$ cat src/rtl/a8_bus_sequencer_pkg.sv
// Shared types and defaults for the Atari 8-bit bus sequencer: state encoding,
// timing defaults and the register-port operation record.
`timescale 1ns/1ps
package a8_bus_sequencer_pkg;

  localparam logic [7:0] PAGE_DEFAULT       = 8'hD6;
  localparam int         ADDR_TICKS_DEFAULT = 20;
  localparam int         DATA_TICKS_DEFAULT = 50;
  localparam int         CNT_W_DEFAULT      = 8;

  typedef enum logic [3:0] {
    WAIT_LOW,
    WAIT_RISE,
    ADDR,
    RD_REQ,
    RD_LATCH,
    DRIVE,
    WR_WAIT,
    WR_COMMIT,
    IDLE_HI
  } seq_state_e;

  typedef struct packed {
    logic [7:0] addr;
    logic [7:0] wdata;
    logic       we;
    logic       re;
  } reg_op_t;

  localparam reg_op_t REG_OP_IDLE = '0;

  // States in which the bus owns the register port.
  function automatic logic is_bus_slot(input seq_state_e s);
    return (s == RD_REQ) || (s == WR_COMMIT);
  endfunction

endpackage

$ cat src/rtl/a8_bus_sequencer_if.sv
// Bundle of A8 bus pins, register-file port and internal requester port.
// The sequencer uses the slave view; the surrounding system uses master.
`timescale 1ns/1ps
interface a8_bus_sequencer_if;
  logic        a8_clk;
  logic        a8_rst_n;
  logic [15:0] a8_addr;
  logic        a8_rw_n;
  logic [7:0]  a8_data_in;
  logic [7:0]  a8_data_out;
  logic        a8_data_oe;
  logic        a8_extsel_n;

  logic [7:0]  reg_addr;
  logic [7:0]  reg_wdata;
  logic        reg_we;
  logic        reg_re;
  logic [7:0]  reg_rdata;

  logic        int_req;
  logic        int_we;
  logic [7:0]  int_addr;
  logic [7:0]  int_wdata;
  logic        int_gnt;

  modport slave (
    input  a8_clk, a8_rst_n, a8_addr, a8_rw_n, a8_data_in,
    output a8_data_out, a8_data_oe, a8_extsel_n,
    output reg_addr, reg_wdata, reg_we, reg_re,
    input  reg_rdata,
    input  int_req, int_we, int_addr, int_wdata,
    output int_gnt
  );

  modport master (
    output a8_clk, a8_rst_n, a8_addr, a8_rw_n, a8_data_in,
    input  a8_data_out, a8_data_oe, a8_extsel_n,
    input  reg_addr, reg_wdata, reg_we, reg_re,
    output reg_rdata,
    output int_req, int_we, int_addr, int_wdata,
    input  int_gnt
  );
endinterface

$ cat src/rtl/a8_bus_sequencer_edge_sync.sv
// Two-flop synchroniser for an asynchronous A8 signal, followed by a
// one-cycle edge detector on the synchronised value.
`timescale 1ns/1ps
module a8_edge_sync #(
  parameter logic RESET_VAL = 1'b0
) (
  input  logic clk200,
  input  logic rst,
  input  logic async_i,
  output logic sync_o,
  output logic rise_o,
  output logic fall_o
);

  logic meta_q;
  logic sync_q;
  logic prev_q;

  always_ff @(posedge clk200) begin
    if (rst) begin
      meta_q <= RESET_VAL;
      sync_q <= RESET_VAL;
      prev_q <= RESET_VAL;
    end else begin
      meta_q <= async_i;
      sync_q <= meta_q;
      prev_q <= sync_q;
    end
  end

  assign sync_o = sync_q;
  assign rise_o = sync_q & ~prev_q;
  assign fall_o = ~sync_q & prev_q;

endmodule

$ cat src/rtl/a8_bus_sequencer.sv
// Tracks the A8 phi2 cycle in the clk200 domain, services reads/writes to the
// register page and shares the single register port with an internal requester.
`timescale 1ns/1ps
module a8_bus_sequencer
  import a8_bus_sequencer_pkg::*;
#(
  parameter logic [7:0] PAGE       = PAGE_DEFAULT,
  parameter int         ADDR_TICKS = ADDR_TICKS_DEFAULT,
  parameter int         DATA_TICKS = DATA_TICKS_DEFAULT,  // must exceed ADDR_TICKS+2
  parameter int         CNT_W      = CNT_W_DEFAULT
) (
  input logic               clk200,
  input logic               rst,
  a8_bus_sequencer_if.slave bus
);

  localparam logic [CNT_W-1:0] ADDR_CNT = CNT_W'(ADDR_TICKS);
  localparam logic [CNT_W-1:0] DATA_CNT = CNT_W'(DATA_TICKS);

  logic [1:0] async_vec;
  logic [1:0] sync_vec;
  logic [1:0] rise_vec;
  logic [1:0] fall_vec;

  assign async_vec = {bus.a8_rst_n, bus.a8_clk};

  genvar gi;
  generate
    for (gi = 0; gi < 2; gi++) begin : g_sync
      a8_edge_sync #(.RESET_VAL(1'b0)) u_sync (
        .clk200 (clk200),
        .rst    (rst),
        .async_i(async_vec[gi]),
        .sync_o (sync_vec[gi]),
        .rise_o (rise_vec[gi]),
        .fall_o (fall_vec[gi])
      );
    end
  endgenerate

  logic phi2s;
  logic a8_rsts;
  logic phi2_rise;
  logic phi2_fall;
  logic rst_edges_unused;

  assign phi2s            = sync_vec[0];
  assign a8_rsts          = sync_vec[1];
  assign phi2_rise        = rise_vec[0];
  assign phi2_fall        = fall_vec[0];
  assign rst_edges_unused = rise_vec[1] ^ fall_vec[1];

  seq_state_e       state_q, state_d;
  logic [CNT_W-1:0] cnt_q, cnt_d;
  logic [7:0]       addr_q, addr_d;
  logic [7:0]       wdata_q, wdata_d;
  logic [7:0]       dout_q, dout_d;
  logic             oe_q, oe_d;

  reg_op_t bus_op;
  reg_op_t port_op;
  logic    bus_slot;
  logic    int_gnt_c;

  always_ff @(posedge clk200) begin
    if (rst) begin
      state_q <= WAIT_LOW;
      cnt_q   <= '0;
      addr_q  <= '0;
      wdata_q <= '0;
      dout_q  <= '0;
      oe_q    <= 1'b0;
    end else begin
      state_q <= state_d;
      cnt_q   <= cnt_d;
      addr_q  <= addr_d;
      wdata_q <= wdata_d;
      dout_q  <= dout_d;
      oe_q    <= oe_d;
    end
  end

  // Phase counter: zeroed on the rise that opens a cycle, saturating while phi2 is high.
  always_comb begin
    cnt_d = cnt_q;
    if (state_q == WAIT_RISE && phi2_rise) begin
      cnt_d = '0;
    end else if (phi2s && cnt_q != '1) begin
      cnt_d = cnt_q + CNT_W'(1);
    end
  end

  always_comb begin
    state_d = state_q;
    addr_d  = addr_q;
    wdata_d = wdata_q;
    dout_d  = dout_q;
    oe_d    = oe_q;
    bus_op  = REG_OP_IDLE;

    if (!a8_rsts) begin
      state_d = WAIT_LOW;
      oe_d    = 1'b0;
    end else begin
      unique case (state_q)
        WAIT_LOW: begin
          if (!phi2s) state_d = WAIT_RISE;
        end
        WAIT_RISE: begin
          if (phi2_rise) state_d = ADDR;
        end
        ADDR: begin
          if (phi2_fall) begin
            state_d = WAIT_RISE;
          end else if (cnt_q == ADDR_CNT) begin
            addr_d = bus.a8_addr[7:0];
            if (bus.a8_addr[15:8] != PAGE) state_d = IDLE_HI;
            else if (bus.a8_rw_n)          state_d = RD_REQ;
            else                           state_d = WR_WAIT;
          end
        end
        RD_REQ: begin
          bus_op.addr = addr_q;
          bus_op.re   = 1'b1;
          state_d     = RD_LATCH;
        end
        RD_LATCH: begin
          dout_d  = bus.reg_rdata;
          oe_d    = 1'b1;
          state_d = DRIVE;
        end
        DRIVE: begin
          if (phi2_fall) begin
            oe_d    = 1'b0;
            state_d = WAIT_RISE;
          end
        end
        WR_WAIT: begin
          if (phi2_fall) begin
            state_d = WAIT_RISE;
          end else if (cnt_q == DATA_CNT) begin
            wdata_d = bus.a8_data_in;
            state_d = WR_COMMIT;
          end
        end
        WR_COMMIT: begin
          bus_op.addr  = addr_q;
          bus_op.wdata = wdata_q;
          bus_op.we    = 1'b1;
          state_d      = IDLE_HI;
        end
        IDLE_HI: begin
          if (phi2_fall) state_d = WAIT_RISE;
        end
        default: state_d = WAIT_LOW;
      endcase
    end
  end

  // Fixed-priority port mux: the bus slot always wins, so the A8 never waits.
  assign bus_slot = is_bus_slot(state_q) && a8_rsts;

  always_comb begin
    port_op   = REG_OP_IDLE;
    int_gnt_c = 1'b0;
    if (!rst) begin
      if (bus_slot) begin
        port_op = bus_op;
      end else if (bus.int_req) begin
        port_op.addr  = bus.int_addr;
        port_op.wdata = bus.int_wdata;
        port_op.we    = bus.int_we;
        port_op.re    = ~bus.int_we;
        int_gnt_c     = 1'b1;
      end
    end
  end

  assign bus.reg_addr    = port_op.addr;
  assign bus.reg_wdata   = port_op.wdata;
  assign bus.reg_we      = port_op.we;
  assign bus.reg_re      = port_op.re;
  assign bus.int_gnt     = int_gnt_c;

  assign bus.a8_data_out = dout_q;
  assign bus.a8_data_oe  = oe_q;
  assign bus.a8_extsel_n = !(state_q inside {RD_REQ, RD_LATCH, DRIVE});

endmodule

$ cat src/flat_wrapper.sv
// flat-port wrapper written by rule: the top's interface ports become plain ports
module a8_bus_sequencer_flat import a8_bus_sequencer_pkg::*;
#(
  parameter logic [7:0] PAGE       = PAGE_DEFAULT,
  parameter int         ADDR_TICKS = ADDR_TICKS_DEFAULT,
  parameter int         DATA_TICKS = DATA_TICKS_DEFAULT,                             
  parameter int         CNT_W      = CNT_W_DEFAULT
)
  (clk200, rst, bus_a8_clk, bus_a8_rst_n, bus_a8_addr, bus_a8_rw_n, bus_a8_data_in, bus_a8_data_out, bus_a8_data_oe, bus_a8_extsel_n, bus_reg_addr, bus_reg_wdata, bus_reg_we, bus_reg_re, bus_reg_rdata, bus_int_req, bus_int_we, bus_int_addr, bus_int_wdata, bus_int_gnt);
  a8_bus_sequencer_if bus_i ();
  input logic clk200;
  input logic rst;
  input wire logic [$bits(bus_i.a8_clk)-1:0] bus_a8_clk;
  input wire logic [$bits(bus_i.a8_rst_n)-1:0] bus_a8_rst_n;
  input wire logic [$bits(bus_i.a8_addr)-1:0] bus_a8_addr;
  input wire logic [$bits(bus_i.a8_rw_n)-1:0] bus_a8_rw_n;
  input wire logic [$bits(bus_i.a8_data_in)-1:0] bus_a8_data_in;
  output wire logic [$bits(bus_i.a8_data_out)-1:0] bus_a8_data_out;
  output wire logic [$bits(bus_i.a8_data_oe)-1:0] bus_a8_data_oe;
  output wire logic [$bits(bus_i.a8_extsel_n)-1:0] bus_a8_extsel_n;
  output wire logic [$bits(bus_i.reg_addr)-1:0] bus_reg_addr;
  output wire logic [$bits(bus_i.reg_wdata)-1:0] bus_reg_wdata;
  output wire logic [$bits(bus_i.reg_we)-1:0] bus_reg_we;
  output wire logic [$bits(bus_i.reg_re)-1:0] bus_reg_re;
  input wire logic [$bits(bus_i.reg_rdata)-1:0] bus_reg_rdata;
  input wire logic [$bits(bus_i.int_req)-1:0] bus_int_req;
  input wire logic [$bits(bus_i.int_we)-1:0] bus_int_we;
  input wire logic [$bits(bus_i.int_addr)-1:0] bus_int_addr;
  input wire logic [$bits(bus_i.int_wdata)-1:0] bus_int_wdata;
  output wire logic [$bits(bus_i.int_gnt)-1:0] bus_int_gnt;
  assign bus_i.a8_clk = bus_a8_clk;
  assign bus_i.a8_rst_n = bus_a8_rst_n;
  assign bus_i.a8_addr = bus_a8_addr;
  assign bus_i.a8_rw_n = bus_a8_rw_n;
  assign bus_i.a8_data_in = bus_a8_data_in;
  assign bus_a8_data_out = bus_i.a8_data_out;
  assign bus_a8_data_oe = bus_i.a8_data_oe;
  assign bus_a8_extsel_n = bus_i.a8_extsel_n;
  assign bus_reg_addr = bus_i.reg_addr;
  assign bus_reg_wdata = bus_i.reg_wdata;
  assign bus_reg_we = bus_i.reg_we;
  assign bus_reg_re = bus_i.reg_re;
  assign bus_i.reg_rdata = bus_reg_rdata;
  assign bus_i.int_req = bus_int_req;
  assign bus_i.int_we = bus_int_we;
  assign bus_i.int_addr = bus_int_addr;
  assign bus_i.int_wdata = bus_int_wdata;
  assign bus_int_gnt = bus_i.int_gnt;
  a8_bus_sequencer #(.PAGE(PAGE), .ADDR_TICKS(ADDR_TICKS), .DATA_TICKS(DATA_TICKS), .CNT_W(CNT_W)) u_core (.clk200(clk200), .rst(rst), .bus(bus_i));
endmodule
$ cat config.mk
export PLATFORM = sky130hd
export DESIGN_NAME = a8_bus_sequencer_flat
export DESIGN_NICKNAME = d
export VERILOG_FILES = /design/src/rtl/a8_bus_sequencer_pkg.sv /design/src/rtl/a8_bus_sequencer_if.sv /design/src/rtl/a8_bus_sequencer_edge_sync.sv /design/src/rtl/a8_bus_sequencer.sv /design/src/flat_wrapper.sv
export SDC_FILE = /design/constraint.sdc
export NUM_CORES = 1
export LEC_CHECK = 0
export CORE_UTILIZATION = 44
export CTS_CLUSTER_SIZE = 10
export DETAILED_ROUTE_END_ITERATION = 16
export PLACE_DENSITY = 0.82
export SYNTH_ARGS = -nofsm -noshare
export SYNTH_HDL_FRONTEND = slang
export SYNTH_SLANG_ARGS = --single-unit
$ cat constraint.sdc
create_clock -name clk200 -period 2.2 [get_ports clk200]
set_clock_uncertainty 0.15 [all_clocks]
set_input_delay 0.44 -clock clk200 [delete_from_list [all_inputs] [get_ports clk200]]
set_output_delay 0.44 -clock clk200 [all_outputs]
set_load 0.1 [all_outputs]
Word level (Yosys, flattened, before mapping):

Index checks and enable logic that the tools add are counted.

* mux-type cells: 22
* add/sub/neg operators: 1
* reduce and logical (&&, ||, !) cells: 17
* bitwise operators: 7
* equal/unequal tests: 18

Operator list (count)
* $mux W18: 4
* $mux W4: 8
* $pmux W4 S8: 1
* $eq A4 B3 Y1 const B: 4
* $ne A8 B8 Y1 const B: 2
* $mux W9: 1
* $add A8 B1 Y8 const B: 1
* $eq A4 B2 Y1 const B: 2
* $eq A8 B5 Y1 const B: 1
* $eq A8 B6 Y1 const B: 1
* $mux W8: 1
* $reduce_and A4 Y1: 2
* $reduce_or A2 Y1: 4
* $ne A3 B2 Y1 const B: 2
* $mux W1: 5
* $not A1 Y1: 5
* $reduce_and A5 Y1: 1
* $eq A4 B1 Y1 const B: 1
* $eq A4 B4 Y1 const B: 1
* $logic_not A4 Y1: 1
* $ne A2 B1 Y1 const B: 2
* $ne A2 B2 Y1 const B: 2
* $reduce_and A2 Y1: 2
* $logic_and A1 B1 Y1: 3
* other kinds (7): 8

* output and inout port bits: 29
* input bits: 55
* logic and storage cells: 76
* bits in registers: 42

Longest topological paths before layout:

* word-level depth: 6
* gate-level depth with buffers: 8
* gate-level depth less buffers: 7

Hierarchy:

From an unflattened synthesis, not the netlist that was laid out.

* cells, all modules: 249
* area, all modules: 2194.6 um2

Modules (own cells, without submodules)
* a8_bus_sequencer: area an instance 2011.9 um2, seq. area each 740.7 um2, cells each 233, times used 1
* a8_edge_sync: area an instance 91.3 um2, seq. area each 60.1 um2, cells each 8, times used 2

Worst setup path after synthesis:

OpenSTA, ideal clock, no wires.

* kind: register to output
* from: reg u_core.state_q[1]
* to: out bus_reg_re
* data arrival time: 2.154 ns
* stages on the path, launching flop included: 8
* buffers on the path: 2
* slack: -0.544 ns
* required time: 1.610 ns
* cells stage by stage: dfxtp_1 buf_6 nor2b_4 buf_6 nand3_4 nor2_1 a31oi_1 nor2_1

* cells in the longest elaborated chain, start to end: 5
* elaborated cells between the ends (all ways): 8
* those cells by class: eq/ne: 2; mux: 4; reduce/logical: 2

RTL lines
* from (decl): RTL line a8_bus_sequencer.sv:53 `seq_state_e state_q, state_d;`
* from (signal assigned): RTL line a8_bus_sequencer.sv:74 `state_q <= state_d;`
* $eq A4 B2 Y1 or $eq A4 B3 Y1 (tied branches): RTL line a8_bus_sequencer_pkg.sv:34, a8_bus_sequencer.sv:105
* $mux W1 or $logic_or A1 B1 Y1 (tied branches): RTL line a8_bus_sequencer.sv:105, a8_bus_sequencer_pkg.sv:34
* $mux W18 or $logic_and A1 B1 Y1 (tied branches): RTL line a8_bus_sequencer.sv:101, a8_bus_sequencer.sv:161
* $mux W18 (*): RTL line a8_bus_sequencer.sv:167 `if (bus_slot) begin`
* $mux W18 (*): RTL line a8_bus_sequencer.sv:166 `if (!rst) begin`
* to (decl): RTL line flat_wrapper.sv:24 `output wire logic [$bits(bus_i.reg_re)-1:0] bus_reg_re;`

Every way passes the cells marked *; elsewhere a longest branch is shown, timed or not.

Worst setup path in the final report:

* from: reg u_core.state_q[1]
* to: out bus_reg_wdata[3]

* cells in the longest elaborated chain, start to end: 5
* elaborated cells between the ends (all ways): 8
* those cells by class: eq/ne: 2; mux: 4; reduce/logical: 2

RTL lines
* $eq A4 B3 Y1 or $eq A4 B2 Y1 (tied branches): RTL line a8_bus_sequencer_pkg.sv:34, a8_bus_sequencer.sv:105
* $mux W9 or $logic_or A1 B1 Y1 (tied branches): RTL line a8_bus_sequencer.sv:105, a8_bus_sequencer_pkg.sv:34
* $mux W18 or $logic_and A1 B1 Y1 (tied branches): RTL line a8_bus_sequencer.sv:101, a8_bus_sequencer.sv:161
* $mux W18 (*): RTL line a8_bus_sequencer.sv:167
* $mux W18 (*): RTL line a8_bus_sequencer.sv:166
* to (decl): RTL line flat_wrapper.sv:22 `output wire logic [$bits(bus_i.reg_wdata)-1:0] bus_reg_wdata;`

Marked as above.

==> summary.json <==
{
  "synthXorXnorAreaFrac_pct": 1.993,
  "critical_path_cell_list": "nor2b_4 > nand3_4 > and3b_2 > buf_12 > a22o_4 > buf_12",
  "number_of_global_route_vias_before_repair": 2092,
  "die_y_um": 72.67,
  "grt_use_total_pct": 24.94,
  "worstSetupEndpointType": "primary output",
  "period_share_pct": 105.8,
  "route.detailed.wl_per_inst_um": 15.56,
  "layout.nets": 395,
  "drt-total-wl_um": 6302,
  "clock_insertion_delay_worst_skew_ps": 300,
  "worst_hold_path.endpoint": "u_core.g_sync[1].u_sync.sync_o",
  "r2r_setup_slk_ps": 290,
  "timing.max_slew.rel_slack_pct": 71.01,
  "syn_inst": 237,
  "synth_flop_cell": "dfxtp_1",
  "result_of_the_run": "finished, violations left",
  "pwr-share-seq_pct": 44.1,
  "ys_seq_area_share_pct": 38.27,
  "unrepaired_setup_endpoints_after_global_routing": "yes",
  "yosys.area.top_type_share_pct": 38.27,
  "ratio_of_cells_with_drive_above_1_in_the_final_layout_pct": 28.11,
  "synth_cell_types": 50,
  "main_area_contributors_after_synthesis": "dfxtp_1 38%, mux2i_1 12%, nor2_1 7.5%, a22o_1 6.8%, nor2b_1 2.3%",
  "timing.critical_path.max_delay_family": "simple AND/OR/NAND/NOR gates",
  "ctsHtreeMaxLevel": 2,
  "boundaryPins": 84,
  "fp.dieArea_mm2": 0.005280,
  "setup_slack_ps": -126.9,
  "power_leakage_nw": 1.597,
  "grt_first_pass_wirelength_um": 10010,
  "grt_overflow": 0,
  "power_share_of_the_combinational_group_pct": 21.0,
  "clock_tree.root_cell": "clkbuf_8",
  "worst_pin_slew_ps": 431.3,
  "antenna_left": 0,
  "route.detailed.vias_per_inst": 5.380,
  "layout-area-overhead-vs-synth_pct": 68.11,
  "synth_nets": 295,
  "hpwl_after_detailed_placement_um": 4654,
  "tritoncts_clock_tree": "built",
  "cts.sink_count": 42,
  "hold_ws_ps": 291.5,
  "synthesis.yosys.warnings": 0,
  "setup-violations-final": 16,
  "rows": 25,
  "yosys.area.top_type": "dfxtp_1",
  "startpoint_to_endpoint_class_of_the_critical_path": "flip-flop to primary output",
  "numPlacedInstances": 391,
  "n_antenna_cell": 0,
  "ys_async_sr_fraction_pct": 0,
  "initial_core_util_pct": 46.21,
  "core-area_mm2": 0.004755,
  "drv_cap": 0,
  "worst-path-buf-inv": 2,
  "power.clock.fraction_pct": 34.9,
  "crit_path_frequent_cell": "buf_12",
  "r2r.worst_path.cells": 5,
  "place_congestion": 0.8716,
  "finalNonFillerCells": 405,
  "worst_r2r_endpoint": "u_core.addr_q[7]",
  "critPathMaxStageDelay_ps": 340,
  "timing.fmax_mhz": 429.8,
  "cp_data_required_time_ps": 1610,
  "grt_max_degree": 17,
  "synth_enable_flop_cells": 0,
  "net-switching-power_uw": 461.8,
  "cp-start-kind": "flip-flop",
  "die_x_um": 72.67,
  "yosys_register_bits": 42,
  "port_buffers": 83,
  "timing_max_transition_violations_final": 0,
  "timing.final.crit_period_ps": 2327,
  "report.final.hold_viol_count": 0,
  "drt_pre_antenna_iters": 4,
  "synth.area.mux_share_pct": 11.85,
  "post_synthesis_average_cell_area_um2": 9.270,
  "cellInternalPower_mw": 1.285,
  "power_switching_share_pct": 26.43,
  "finalCoreUtilization_pct": 77.68,
  "path_max_fanout": 14,
  "synth-compound-area-share_pct": 15.49,
  "ir_worst_vdd_mv": 0.3453,
  "violated_checks": "negative setup slack",
  "detail_route.drc_violations": 0,
  "cts.path.max_buffers": 2,
  "tritoncts.num_buffers": 5,
  "cellPowerDensity_mw_per_mm2": 473.0,
  "hold_path_class": "flip-flop to flip-flop",
  "cp_max_stage_cell": "dfxtp_2",
  "initial_antenna_violation_count": 0,
  "synthAdderAreaFrac_pct": 1.708,
  "syn_area_mm2": 0.002197,
  "dr_total_vias": 2179,
  "fin_setup_tns_ps": -1584,
  "arrival_time_worst_endpoint_ps": 1740,
  "totalPowerFinal_mw": 1.747,
  "hold_depth": 1,
  "clkSlewWorstSetupHoldPaths_ps": 80,
  "number_of_drc_markers_after_the_initial_detailed_route_iteration": 177,
  "dominant_combinational_cell_family_by_area_after_synthesis": "simple AND/OR/NAND/NOR gates",
  "basic_gate_share_of_the_synthesized_area_counting_and_or_nand_and_nor_cells_pct": 25.57,
  "min_from": "u_core.g_sync[1].u_sync.meta_q",
  "worst_r2r_startpoint": "u_core.g_sync[0].u_sync.sync_o"
}
## flip-flops by register name, indices dropped and copies added, names as in the netlist
register / flops
u_core.g_sync.u_sync.meta_q: 2
u_core.wdata_q: 8
u_core.state_q: 4
u_core.bus.a8_data_oe: 1
u_core.bus.a8_data_out: 8
u_core.addr_q: 8
u_core.g_sync.u_sync.prev_q: 1
u_core.cnt_q: 8
u_core.g_sync.u_sync.sync_o: 2
## synth_stat cells, drive strengths merged (2+ instances only)
cell and count:
a22o 17, a31o 2, clkbuf 4, nor2b 9
buf 9, xnor2 2, and3 3, a31oi 3
dfxtp 42, and3b 2, ha 3, nand3 5
and2b 2, mux2i 26, o21ai 4, nor2 44
xor2 3, nand2b 4, nand2 13, a21oi 3
inv 6, nand4 4, nor3 3, nor4b 3
a22oi 2, o31ai 2
## layout make-up
class | count | area [µm²]
clock inverters | 3 | 40.04
well taps | 67 | 83.83
clock buffers | 5 | 68.82
inverters | 6 | 22.52
fillers | 320 | 1061
multi-input cells | 176 | 1415
flip-flops and latches | 42 | 843.3
repair buffers | 106 | 1220
## layout by cell type, fill, tap and decap left out, types with 3 or more instances in the layout
cell and n:
clkdlybuf4s50_1 52, dfxtp_1 40, nor2_1 39, buf_4 28, mux2i_1 26, buf_12 23
a22o_4 16, nand2_1 13, nor2b_1 7, inv_1 6, clkbuf_8 5, nand3_1 4
nand2b_1 4, nor2_4 3, a31oi_1 3, o21ai_0 3, xor2_1 3, and3_1 3
a21oi_1 3, nor3_1 3, ha_1 3
## power groups by stage
| stage | Clock [mW] | Combinational (mW) | Sequential, mW |
|---|---|---|---|
| floorplan | 0 | 0.181 | 0.788 |
| global placement | 0 | 0.360 | 0.788 |
| detailed placement | 0 | 0.366 | 0.789 |
| CTS | 0.615 | 0.367 | 0.771 |
| global route | 0.648 | 0.381 | 0.772 |
| finish | 0.609 | 0.367 | 0.771 |
## timing repair
action                                  in CTS  in global routing
endpoints found under the setup margin      17                 19
cloned                                       0                  0
buffers inserted                             5                  1
endpoints found under the hold margin        0                  0
pin swaps                                    3                  3
resized for setup                            4                  4
hold buffers                                 0                  0
## kinds of logic after synthesis
logic type / count (synthesis)
adder cells (fa/ha/maj): 3
multiplexers: 26
AO/OA/AOI/OAI: 43
XOR/XNOR: 5
AND/OR/NAND/NOR: 99
flip-flops: 42
buffers and inverters: 19
## routing by layer
layer / global-route usage, % / up-vias / share of wire, %
li1: - / 1052 / -
met1: 29.58 / 1021 / 40
met2: 42.89 / 91 / 51
met3: 6.492 / 15 / 6.1
met4: 10.02 / 0 / 2.4
met5: 0 / - / 0
## per-stage QoR
stage          worst slack [ps]  instance area [µm²]
2_1_floorplan            -71.93                 2367
3_5_place_dp             -376.4                 3501
6_report                 -126.9                 3694
3_3_place_gp             -312.0                 3501
5_1_grt                  -168.2                 3694
4_1_cts                  -131.9                 3676
## worst max-delay path by stage
stage,from,endpoint,slack (ps),cells past startpoint
5_1_grt,u_core.state_q[1],bus_reg_wdata[6],-170,6
2_1_floorplan,u_core.state_q[1],bus_reg_re,-70,7
6_report,u_core.state_q[1],bus_reg_wdata[3],-130,6
4_1_cts,u_core.state_q[1],bus_reg_wdata[3],-130,6
3_5_place_dp,rst,bus_reg_addr[7],-380,5
3_3_place_gp,rst,bus_reg_addr[2],-310,5
(Power assumes the default switching activity.)
